**config.mk**
```make
export PLATFORM = sky130hd
export DESIGN_NAME = pc_mux
export DESIGN_NICKNAME = d
export VERILOG_FILES = /design/src/rtl/pc_mux_pkg.sv /design/src/rtl/pc_mux_mux2.sv /design/src/rtl/pc_mux.sv
export SDC_FILE = /design/constraint.sdc
export NUM_CORES = 1
export LEC_CHECK = 0
export ABC_AREA = 1
export CAP_MARGIN = 20
export CORE_MARGIN = 2
export CORE_UTILIZATION = 37
export DETAILED_ROUTE_END_ITERATION = 8
export GPL_TIMING_DRIVEN = 0
export HOLD_SLACK_MARGIN = 0.06
export MAX_ROUTING_LAYER = met4
export PLACE_DENSITY_LB_ADDON = 0.2
export SLEW_MARGIN = 5
export SYNTH_ARGS = -nofsm -noshare
export SYNTH_HDL_FRONTEND = slang
export SYNTH_HIERARCHICAL = 1
export SYNTH_SLANG_ARGS = --single-unit
```
**constraint.sdc**
```tcl
create_clock -name clk -period 1.8 [get_ports clk]
set_input_delay 0.45 -clock clk [delete_from_list [all_inputs] [get_ports clk]]
set_output_delay 0.45 -clock clk [all_outputs]
set_load 0.005 [all_outputs]
```
**src/rtl/pc_mux_pkg.sv**
```systemverilog
// pc_mux shared types and constants.
// Address width, reset PC default and select encodings for the fetch PC mux.
package pc_mux_pkg;

  localparam int ADDR_W = 32;

  typedef logic [ADDR_W-1:0] addr_t;

  localparam addr_t RESET_PC_DEFAULT = 32'h0000_0000;

  localparam logic PC_SEL_SEQ = 1'b0;
  localparam logic PC_SEL_ALT = 1'b1;

endpackage

```
**src/rtl/pc_mux_mux2.sv**
```systemverilog
// mux2: width-generic 2:1 multiplexer.
// Ports: d0/d1 data in (W bits), s select (1 picks d1), y data out.
module mux2 #(
  parameter int W = 32
) (
  input  logic [W-1:0] d0,
  input  logic [W-1:0] d1,
  input  logic         s,
  output logic [W-1:0] y
);

  assign y = s ? d1 : d0;

endmodule

```
**src/rtl/pc_mux.sv**
```systemverilog
// pc_mux: fetch PC source select plus stall-able PC register.
// Ports: clk, rst (sync, active-high), a (seq PC), b (alt PC), sel,
// en (load, 0 = hold), res (comb select), pc_q (registered PC),
// misalign (res not word-aligned). Optional: PC_MUX_ALIGN_CHECK_EN.
module pc_mux
  import pc_mux_pkg::*;
#(
  parameter int              WIDTH    = ADDR_W,
  parameter logic [WIDTH-1:0] RESET_PC = WIDTH'(RESET_PC_DEFAULT)
) (
  input  logic             clk,
  input  logic             rst,
  input  logic [WIDTH-1:0] a,
  input  logic [WIDTH-1:0] b,
  input  logic             sel,
  input  logic             en,
  output logic [WIDTH-1:0] res,
  output logic [WIDTH-1:0] pc_q,
  output logic             misalign
);

  logic             alt;
  logic [WIDTH-1:0] ld;
  logic [WIDTH-1:0] pc_r;

  assign alt = (sel == PC_SEL_ALT);

  mux2 #(
    .W (WIDTH)
  ) u_mux (
    .d0 (a),
    .d1 (b),
    .s  (alt),
    .y  (res)
  );

`ifdef PC_MUX_ALIGN_CHECK_EN
  // Register only ever holds a word-aligned fetch address.
  assign misalign = (res[1:0] != 2'b00);
  assign ld       = {res[WIDTH-1:2], 2'b00};
`else
  assign misalign = 1'b0;
  assign ld       = res;
`endif

  always_ff @(posedge clk) begin
    if (rst) begin
      pc_r <= RESET_PC;
    end else if (en) begin
      pc_r <= ld;
    end
  end

  assign pc_q = pc_r;

endmodule

```
==> Yosys cells after proc, flatten, opt, wreduce, memory -nomap -nowiden <==
Index checks and enable logic that the tools add are counted.
{ "word_totals": {"regBits": 32, "in_bits": 68, "out_inout_bits": 65, "elab_cells": 2} }
{ "classes": {"muxes": 1} }
{ "op_table": {"columns": ["operator", "count"], "rows": [
  ["two-way mux 32 bit", 1]
]} }

==> Logic depth before layout (Yosys ltp) <==
Gate-level depths: netlist of run 1.
{ "depth": {"word_depth": 1, "depth_mapped": 9, "mapped_depth_nobuf": 7} }

==> By module <==
The synthesis of run 1 kept the hierarchy.
{ "modules_own_cells": {"columns": ["mod", "area_each_um2", "seq_area_each_um2", "cells_each", "instances"], "rows": [
  ["pc_mux", 1350.0, 640.6, 205, 1],
  ["mux2", 491.7, 0.0, 104, 1]
]} }

==> Worst setup path after synthesis of run 1 <==
OpenSTA, ideal clock, no wires.
{ "synth_path": {"path_type": "input -> output", "startpoint": "in sel", "endpoint": "out res[0]", "path_stages": 5, "required_ps": 1350, "n_path_buf": 2, "arrival_ps": 862, "path_slack_ps": 488, "cell_sequence": "buf_6 > inv_8 > buf_12 > nand2_2 > nand2_1"} }
{ "synth_via": {"elab_chain_len": 1} }
{ "synth_lines": {"columns": ["item", "line_no", "source"], "rows": [
  ["start: declaration", "pc_mux.sv:15", "input logic sel,"],
  ["two-way mux 32 bit", "pc_mux_mux2.sv:12", "assign y = s ? d1 : d0;"],
  ["end: declaration", "pc_mux.sv:17", "output logic [WIDTH-1:0] res,"]
]} }
Every way passes these cells.

==> Final worst setup path of run 1 <==
{ "layout_path": {"startpoint": "in a[6]", "endpoint": "out res[6]"} }
{ "layout_via": {"elab_chain_len": 1} }
{ "layout_lines": {"columns": ["item", "line_no", "source"], "rows": [
  ["start: declaration", "pc_mux.sv:13", "input logic [WIDTH-1:0] a,"],
  ["two-way mux 32 bit", "pc_mux_mux2.sv:12", null]
]} }
Every way passes these cells.

==> summary.md, run 1 <==
| Metric | Value |
|---|---|
| Outcome | complete, no violations |
| Area of the multi-input gates | 870 sq um |
| CTS Hold Bufs | 0 |
| Endpoints failing hold | 0 |
| Pre-antenna DRT Iters | 4 |
| Max Cap Violations | 0 |
| Die area | 5560 sq um |
| Slew Viols, Final | 0 |
| VDD IR max | 0.346 mV |
| Clock Root Buffer | clkbuf_8 |
| Via Count | 2118 |
| Mux contribution to synthesized area | 0% |
| Achievable Freq | 0.575 GHz |
| Mapped Nets | 377 |
| TritonCTS clock tree | done |
| Top cells by area, synth | dfxtp_1, nand2_1, nor2_1 |
| Post-synthesis register bit count | 32 |
| Synth Area in Compound Gates | 0% |
| Area Overhead vs Synth | 78.5% |
| Number of synthesized flops with an enable pin | 0 |
| RD Place Congestion | 0.784 |
| Fill count | 461 |
| Worst Skew | 0 ns |
| Routed Antenna Nets | 0 |
| Starting Density | 38.7% |
| Routed wire length | 5.25 mm |
| Row count | 25 |
| Port buffer count | 129 |
| DP HPWL | 4.20 mm |
| Most frequent cell after synthesis | nand2_1 |
| Leakage Power | 1.73 nW |
| FF+latch area | 641 sq um |
| Setup TNS Final | 0 ns |
| Initial DRC Count | 73 |
| Synth async-reset ratio | 0% |
| Register area share after synthesis | 34.8% |
| Synthesized area per cell | 5.96 sq um |
| Setup CP Type | in -> out |
| Worst EP arrival | 1.29 ns |
| GRT Overall Usage | 20.9% |
| CP Capture Type | output pin |
| Core ar. | 4750 sq um |
| Simple-gate share of the synthesized area | 47.0% |
| Adder-cell share of the synthesized area | 0% |
| Initial antenna violation count | 0 |
| Reg2Reg Setup Slack | 1.25 ns |
| Min Clock Period, post-route | 1.74 ns |
| Die width | 74.6 um |
| Max FO, Critical Path | 2 |
| XOR/XNOR Fraction of Synth Area | 0% |
| Yosys top cell by area | dfxtp_1 |
| Hold slack | 0.469 ns |
| Final period util | 96.7% |
| Largest family of logic cells by synthesized area | simple AND/OR/NAND/NOR gates |
| Post-synth top area share | 34.8% |
| Worst Setup Start Kind | input port |
| CTS sink cnt | 32 |
| Most frequent cells after synthesis | nand2_1, nor2_1, inv_1 |
| Number of global-route vias before repair | 1964 |
| Setup ws final | 0.0597 ns |
| TritonCTS Buffers | 5 |
| RSZ-0062 raised after global routing | no |
| Total setup buffers inserted after CTS | 0 |
| Wire length of the first global-routing pass | 8.61 mm |
| # IOs | 133 |
| Layout cells sized above 1 | 8.07% |
| Via density | 4.13 |
| Clock buffer depth | 2 |
| Hold WC Path Type | reg -> reg |
| ANT cells | 0 |
| Nets | 513 |
| Largest net degree at the start of global routing | 11 |
| Height of the die | 74.6 um |
| Average wire per standard cell | 10.2 um |
| Synth Cell Area | 1840 sq um |
| Synth Instances | 309 |
| Pre-CTS WS | -0.216 ns |
| Total grt overflow | 0 |
| Final setup viols | 0 |
| Max reg flops | 32 |
| Drt drc | 0 |
| Synth cell types | 12 |
| H-tree depth | 2 |
| Clock transition at path regs | 0.06 ns |
| Power per Cell Area | 630 nW/um^2 |
| Required time of the worst setup path | 1.35 ns |
| Main synth FF type | dfxtp_1 |
| Synthesis Warnings | 6 |
| Worst-skew pair later-pin latency | 0.28 ns |
==> routing by layer <==
metal	share of wire, %	up-vias	global-route usage (%)	wire length (um)
met5	0	-	-	0
met4	1.2	0	5.95	63
met3	8.8	6	7.59	463
met2	48	77	36.0	2540
met1	42	882	22.5	2180
li1	-	1153	-	-
==> critical path, stage by stage <==
cell and delay [ns]:
clkdlybuf4s50_1 0.48, nand2_2 0.05, nand2_1 0.07, dlygate4sd2_1 0.24
==> through the flow <==
stage	utilization, %	area [sq um]	power [mW]	cells
finish	69.1	3290	2.07	513
global route	69.1	3290	2.20	513
CTS	69.1	3280	2.10	513
detailed placement	67.7	3220	1.46	505
global placement	67.7	3220	1.45	505
floorplan	-	1840	1.06	309
==> layout make-up <==
cell class | count | area share (%)
repair buffers | 129 | 38.1
multi-input cells | 225 | 26.5
flip-flops and latches | 32 | 19.5
plain buffers | 18 | 5.98
inverters | 34 | 4.11
well taps | 67 | 2.55
clock buffers | 6 | 2.21
clock inverters | 2 | 1.07
==> path summary, 6_finish.rpt <==
path	start	end	cells past startpoint
worst max register to register	pc_q[16]$_SDFFE_PP0P_	pc_q[16]$_SDFFE_PP0P_	2
worst min-delay path	pc_q[27]$_SDFFE_PP0P_	pc_q[27]$_SDFFE_PP0P_	2
worst max-delay path	a[6]	res[6]	4
worst min register to register	pc_q[27]$_SDFFE_PP0P_	pc_q[27]$_SDFFE_PP0P_	2
==> logic make-up after synthesis <==
| family | after synthesis |
|---|---|
| buffers and inverters | 52 |
| and+or+nand+nor | 224 |
| DFF | 32 |
| other | 1 |
==> placed cells by master (no fill, tap or decap) <==
cell,instances
nand2_2,10
buf_12,1
nand2_1,150
nor2_1,64
clkbuf_8,8
dfxtp_1,32
clkdlybuf4s50_1,97
conb_1,1
clkdlybuf4s15_1,2
buf_4,1
clkbuf_1,1
bufinv_16,1
inv_8,1
inv_1,33
buf_6,10
buf_2,3
clkinv_2,1
dlygate4sd2_1,30
==> what timing repair did <==
action / in CTS / in global routing
setup endpoints to repair: 32 / 2
pin swaps: 0 / 0
gates resized for setup: 32 / 2
==> power breakdown <==
group	switching (mW)	total, mW	internal (mW)
clock network	0.262	0.673	0.411
logic	0.242	0.611	0.370
registers	0.0247	0.785	0.760
total	0.529	2.07	1.54
(Power assumes the default switching activity.)
==> inputs of run 2 (changes only) <==
--- a/config.mk
+++ b/config.mk
@@ -5,15 +5,14 @@
 export SDC_FILE = /design/constraint.sdc
 export NUM_CORES = 1
 export LEC_CHECK = 0
-export ABC_AREA = 1
 export CAP_MARGIN = 20
 export CORE_MARGIN = 2
-export CORE_UTILIZATION = 37
+export CORE_UTILIZATION = 36
 export DETAILED_ROUTE_END_ITERATION = 8
 export GPL_TIMING_DRIVEN = 0
 export HOLD_SLACK_MARGIN = 0.06
 export MAX_ROUTING_LAYER = met4
-export PLACE_DENSITY_LB_ADDON = 0.2
+export PLACE_DENSITY = 0.92
 export SLEW_MARGIN = 5
 export SYNTH_ARGS = -nofsm -noshare
 export SYNTH_HDL_FRONTEND = slang
==> run 2 against run 1 <==
  * Clock power decreased by 14%
  * Sequential power about the same
  * Critical path type unchanged
  * Global-route usage decreased by 2.9 points
  * Largest cell class unchanged
  * Final cell count decreased by 35%
  * Largest power group unchanged
  * Maximum frequency decreased by 2.1%
==> summary.md, run 2 <==
| Metric | Value |
|---|---|
| Outcome | complete, no violations |
| Most frequent cells in the layout | clkdlybuf4s50_1, mux2i_1, nor2_1, dfxtp_1, mux2_4 |
| Total grt overflow | 0 (unchanged) |
| Initial antenna violation count | 0 (unchanged) |
| Max Cap Violations | 0 (unchanged) |
| Port buffer count | 129 (unchanged) |
| Post-synth top area share | 37.3% (+2.5 points) |
| VDD IR max | 0.457 mV (+32%) |
| RD Place Congestion | 0.672 (-14%) |
| DP HPWL | 3.83 mm (-8.6%) |
| Pre-antenna DRT Iters | 4 (unchanged) |
| Most common cell after layout, fill and taps aside | clkdlybuf4s50_1 |
| Final setup viols | 0 (unchanged) |
| Routed Antenna Nets | 0 (unchanged) |
| Power per Cell Area | 640 nW/um^2 (+1.7%) |
| Die width | 73.1 um (-1.9%) |
| Slew Viols, Final | 0 (unchanged) |
| TritonCTS clock tree | done |
| Clock Root Buffer | clkbuf_8 |
| Via Count | 1577 (-26%) |
| Pre-CTS WS | -0.281 ns (-0.0646 ns) |
| Worst Skew | 0 ns (unchanged) |
| ANT cells | 0 (unchanged) |
| Leakage Power | 1.40 nW (-19%) |
| Most frequent cells after synthesis | dfxtp_1, mux2i_1, nor2_1 |
| Drt drc | 0 (unchanged) |
| Synth Instances | 141 (-54%) |
| Main synth FF type | dfxtp_1 |
| CTS Hold Bufs | 0 (unchanged) |
| Total power | 1.95 mW (-5.8%) |
| Hold slack | 0.493 ns (+0.0239 ns) |
| Worst EP arrival | 1.33 ns (+0.04 ns) |
| Achievable Freq | 0.563 GHz (-2.1%) |
| CP Capture Type | output pin |
| Number of synthesized flops with an enable pin | 0 (unchanged) |
| Routed wire length | 4.62 mm (-12%) |
| Final core occ | 65.3% (-3.8 points) |
| Comb power frac | 30.2% (+0.7 points) |
| Synthesized area per cell | 12.2 sq um (+100%) |
| Wire length of the first global-routing pass | 7.20 mm (-16%) |
| Worst-skew pair later-pin latency | 0.27 ns (about the same) |
| Area Overhead vs Synth | 77.0% |
| Largest net degree at the start of global routing | 11 (unchanged) |
| Hold depth | 2 (unchanged) |
| Hold WC Path Type | reg -> reg |
| Core ar. | 4660 sq um (-2.0%) |
| Required time of the worst setup path | 1.35 ns (about the same) |
| Mapped Nets | 209 (-45%) |
| Yosys top cell by area | dfxtp_1 |
| Final period util | 98.7% (+2.1 points) |
| Internal Power | 1.50 mW (-2.7%) |
| Net Sw Frac | 23.1% (-2.4 points) |
| Min Clock Period, post-route | 1.78 ns (+0.0369 ns) |
| Max FO, Critical Path | 2 (unchanged) |
| CTS sink cnt | 32 (unchanged) |
| GRT Overall Usage | 17.9% (-2.9 points) |
| Initial DRC Count | 12 (-84%) |
| Clock transition at path regs | 0.06 ns (about the same) |
| Post-synthesis register bit count | 32 (unchanged) |
| P_sw | 450 uW (-15%) |
| Worst R2R Path Depth | 2 (unchanged) |
| Max reg flops | 32 (unchanged) |
| # IOs | 133 (unchanged) |
| Total setup buffers inserted after CTS | 0 (unchanged) |
| Worst Setup Start Kind | input port |
| Nets | 345 (-33%) |
| Synth async-reset ratio | 0% (unchanged) |
| Setup CP Type | in -> out |
| Number of global-route vias before repair | 1640 (-16%) |
| H-tree depth | 2 (unchanged) |
| TritonCTS Buffers | 5 (unchanged) |
| Via density | 4.76 (+15%) |
| RR Startpoint | pc_q[10]$_SDFFE_PP0P_ |
| Reg2reg end | pc_q[10]$_SDFFE_PP0P_ |
| Clock buffer depth | 2 (unchanged) |
| RSZ-0062 raised after global routing | no |
| Crit path from | a[25] |
| Synth Cell Area | 1720 sq um (-6.7%) |
| Reg2Reg Setup Slack | 1.14 ns (-0.11 ns) |
| Die area | 5340 sq um (-3.9%) |
| CP Capture Point | res[25] |
| Height of the die | 73.1 um (-1.9%) |
| Setup TNS Final | 0 ns (unchanged) |
| Row count | 25 (unchanged) |
| Starting Density | 36.9% (-1.9 points) |
| Register area share after synthesis | 37.3% (+2.5 points) |
| Clk pwr share | 29.7% (-2.8 points) |
| Layout cells sized above 1 | 26.7% (+19 points) |
| Synth cell types | 10 (-2) |
| Sequential Power Share | 40.2% (+2.3 points) |
| Average wire per standard cell | 14.0 um (+37%) |
| Endpoints failing hold | 0 (unchanged) |
| Synthesis Warnings | 6 (unchanged) |
| Top cells by area, synth | dfxtp_1, mux2_4, mux2i_1 |
| Setup ws final | 0.0228 ns (-0.0369 ns) |
## run 2: timing repair
action,CTS,global route
gates resized for setup,72,23
endpoints found under the setup margin,32,23
endpoints found under the hold margin,0,0
## run 2: cell families (layout without fill, tap and decap cells)
kind of cell / Yosys count / in the layout / share of synthesized area (%)
multiplexers: 64 / 64 / 46.1
other: 1 / 1 / 0.218
buffers and inverters: 12 / 148 / 9.39
flip-flops: 32 / 32 / 37.3
AND/OR/NAND/NOR: 32 / 32 / 6.99
## run 2: through the flow
step	cells	cell area [sq um]
5_1_grt	331	3040
2_1_floorplan	141	1720
3_5_place_dp	324	3080
3_3_place_gp	324	3080
6_report	331	3040
4_1_cts	331	3160
## run 2: how the worst min path moves through the flow
stage	startpoint	endpoint	slack [ns]
3_5_place_dp	pc_q[0]$_SDFFE_PP0P_	pc_q[0]$_SDFFE_PP0P_	0.48
2_1_floorplan	pc_q[29]$_SDFFE_PP0P_	pc_q[29]$_SDFFE_PP0P_	0.48
3_3_place_gp	pc_q[6]$_SDFFE_PP0P_	pc_q[6]$_SDFFE_PP0P_	0.47
6_report	pc_q[23]$_SDFFE_PP0P_	pc_q[23]$_SDFFE_PP0P_	0.49
5_1_grt	pc_q[23]$_SDFFE_PP0P_	pc_q[23]$_SDFFE_PP0P_	0.51
4_1_cts	pc_q[23]$_SDFFE_PP0P_	pc_q[23]$_SDFFE_PP0P_	0.50
## run 2: worst max-delay path, stage by stage
cell	delay [ns]
clkdlybuf4s50_1	0.40
mux2_4	0.27
clkdlybuf4s15_1	0.21
## run 2: layout make-up
cell class	instances	area, sq um
multi-input cells	97	917
well taps	54	67.6
repair buffers	129	1160
flip-flops and latches	32	641
fillers	392	1620
clock buffers	7	96.3
plain buffers	12	161
## run 2: layer usage
layer  vias to the layer above  global-route usage, %  part of all wire [%]
li1                        747                      -                     -
met1                       743                   17.7                    37
met2                        80                   33.2                    54
met3                         7                   5.11                   8.3
met4                         0                   6.17                   1.4
met5                         -                      -                     0
## run 2: power groups by stage
stage               registers, mW  clock network, mW  logic (mW)
floorplan                   0.800                  0       0.256
global placement            0.794                  0       0.630
detailed placement          0.798                  0       0.645
CTS                         0.783              0.591       0.618
global route                0.788              0.622       0.630
finish                      0.782              0.578       0.588
==> inputs of run 3 (changes only) <==
--- a/config.mk
+++ b/config.mk
@@ -5,7 +5,8 @@
 export SDC_FILE = /design/constraint.sdc
 export NUM_CORES = 1
 export LEC_CHECK = 0
-export CAP_MARGIN = 20
+export CAP_MARGIN = 30
+export CORE_ASPECT_RATIO = 2
 export CORE_MARGIN = 2
 export CORE_UTILIZATION = 36
 export DETAILED_ROUTE_END_ITERATION = 8
==> run 3 against run 2 <==
  * Final cell count rose by 0.60%
  * Non-clock buffer count did not move
  * Highest routed layer unchanged
  * Via count fell by 2.9%
  * Largest power group unchanged
  * Largest cell class unchanged
  * Critical endpoint is now res[16]
  * Clock skew did not move
  * Setup slack got worse by 0.0047 ns
  * Sequential power barely moved
  * Combinational power rose by 0.9%
==> summary.md, run 3 (synthesized netlist as in run 2, its figures left out) <==
| Metric | Value |
|---|---|
| Final period util | 99.0% (+0.26 points) |
| Slew Viols, Final | 0 (unchanged) |
| Final setup viols | 0 (unchanged) |
| Min Clock Period, post-route | 1.78 ns (+0.00471 ns) |
| P_sw | 474 uW (+5.3%) |
| Net Sw Frac | 23.2% (+0.098 points) |
| Die width | 52.9 um (-28%) |
| Area Overhead vs Synth | 77.9% |
| Wire length of the first global-routing pass | 7.42 mm (+3.1%) |
| Worst-skew pair later-pin latency | 0.27 ns (about the same) |
| Fill count | 372 (-5.1%) |
| Row count | 35 (+40%) |
| Nets | 345 (unchanged) |
| Most common cell after layout, fill and taps aside | clkdlybuf4s50_1 |
| Max Cap Violations | 0 (unchanged) |
| Achievable Freq | 0.561 GHz (-0.26%) |
| Port buffer count | 129 (unchanged) |
| Clk pwr share | 32.7% (+3.0 points) |
| TritonCTS clock tree | done |
| Pre-antenna DRT Iters | 4 (unchanged) |
| Required time of the worst setup path | 1.35 ns (about the same) |
| VDD IR max | 0.578 mV (+27%) |
| Hold WC Path Type | in -> reg |
| Starting Density | 37.4% (+0.50 points) |
| Clock buffer depth | 2 (unchanged) |
| Clock transition at path regs | 0.06 ns (about the same) |
| Initial DRC Count | 27 (+15) |
| Number of global-route vias before repair | 1584 (-3.4%) |
| Via Count | 1531 (-2.9%) |
| H-tree depth | 2 (unchanged) |
| Comb power frac | 29.0% (-1.2 points) |
| # IOs | 133 (unchanged) |
| Die area | 5380 sq um (+0.63%) |
| Power per Cell Area | 668 nW/um^2 (+4.3%) |
| RSZ-0062 raised after global routing | no |
| Drt drc | 0 (unchanged) |
| Sequential Power Share | 38.3% (-1.9 points) |
| Initial antenna violation count | 0 (unchanged) |
| TritonCTS Buffers | 5 (unchanged) |
| DP HPWL | 4.13 mm (+7.7%) |
| Most frequent cells in the layout | clkdlybuf4s50_1, mux2i_1, nor2_1, dfxtp_1, mux2_4 |
| Average wire per standard cell | 15.0 um (+7.6%) |
| Setup CP Type | in -> out |
| Worst Setup Start Kind | input port |
| Routed wire length | 5.01 mm (+8.3%) |
| GRT Overall Usage | 19.6% (+1.6 points) |
| Area of the multi-input gates | 917 sq um (unchanged) |
| CTS sink cnt | 32 (unchanged) |
| Height of the die | 102 um (+39%) |
| CP Capture Type | output pin |
| Outcome | complete, no violations |
| Core ar. | 4600 sq um (-1.3%) |
| Setup TNS Final | 0 ns (unchanged) |
| Max reg flops | 32 (unchanged) |
| Worst EP arrival | 1.33 ns (about the same) |
| Internal Power | 1.57 mW (+4.7%) |
| FF+latch area | 641 sq um (unchanged) |
| Routed Antenna Nets | 0 (unchanged) |
| RD Place Congestion | 0.701 (+4.3%) |
| Largest net degree at the start of global routing | 11 (unchanged) |
| Endpoints failing hold | 0 (unchanged) |
| Worst Skew | 0 ns (unchanged) |
| Total power | 2.04 mW (+4.9%) |
| Max FO, Critical Path | 2 (unchanged) |
| Leakage Power | 1.41 nW (+0.86%) |
| Via density | 4.60 (-3.5%) |
| Layout cells sized above 1 | 26.6% (-0.096 points) |
| Total grt overflow | 0 (unchanged) |
| ANT cells | 0 (unchanged) |
| Clock Root Buffer | clkbuf_8 |
-- run 3: changes by cell type in the layout (fill, tap and decap cells not counted) --
cell            previous run  this run
dlygate4sd2_1              1         0
dlymetal6s2s_1             0         1
clkbuf_1                   3         4
clkbuf_8                   7         5
bufinv_16                  0         1
buf_2                      4         7
clkbuf_2                  22        19
clkinv_2                   0         1
-- run 3: final timing paths --
check                              from                     to  depth (start not counted)  slack [ns]
setup / recovery                  a[16]                res[16]                          3        0.02
hold / removal                       en  pc_q[29]$_SDFFE_PP0P_                          3        0.49
setup reg to reg  pc_q[27]$_SDFFE_PP0P_  pc_q[27]$_SDFFE_PP0P_                          2        1.15
hold reg to reg   pc_q[23]$_SDFFE_PP0P_  pc_q[23]$_SDFFE_PP0P_                          2        0.49
-- run 3: what timing repair did --
action,in CTS,in global routing
gates cloned,0,0
buffers inserted,0,0
hold buffers,0,0
gates resized for setup,77,21
setup endpoints to repair,32,20
pin swaps,0,0
-- run 3: power groups by stage --
stage / Sequential (mW) / Clock (mW) / Combinational, mW
floorplan: 0.800 / 0 / 0.256
global placement: 0.794 / 0 / 0.634
detailed placement: 0.797 / 0 / 0.650
CTS: 0.782 / 0.693 / 0.621
global route: 0.786 / 0.717 / 0.636
finish: 0.782 / 0.668 / 0.593
-- run 3: worst max-delay path: stages --
cell             delay [ns]
clkdlybuf4s50_1        0.40
mux2_4                 0.28
clkdlybuf4s15_1        0.20
-- run 3: area by class of cell --
class	count	area share, %
repair buffers	129	38.0
clock inverters	2	1.15
plain buffers	12	5.28
multi-input cells	97	30.0
well taps	55	2.25
clock buffers	6	2.37
flip-flops and latches	32	20.9
-- run 3: metal layers --
layer  track usage (%)  share of wire (%)
met2              35.3                 59
met3              5.01                7.1
met4              9.27                1.5
met1              18.4                 32
met5                 -                  0
-- run 3: stage by stage --
| stage | area [sq um] | worst slack, ns | cells | util (%) | hold WS (ns) |
|---|---|---|---|---|---|
| detailed placement | 3080 | -0.253 | 325 | 67.0 | 0.484 |
| floorplan | 1720 | 0.340 | 141 | - | 0.485 |
| CTS | 3160 | -0.0129 | 333 | 68.7 | 0.481 |
| global placement | 3080 | -0.245 | 325 | 67.0 | 0.471 |
| finish | 3060 | 0.0181 | 333 | 66.5 | 0.489 |
| global route | 3060 | 0.000222 | 333 | 66.5 | 0.497 |
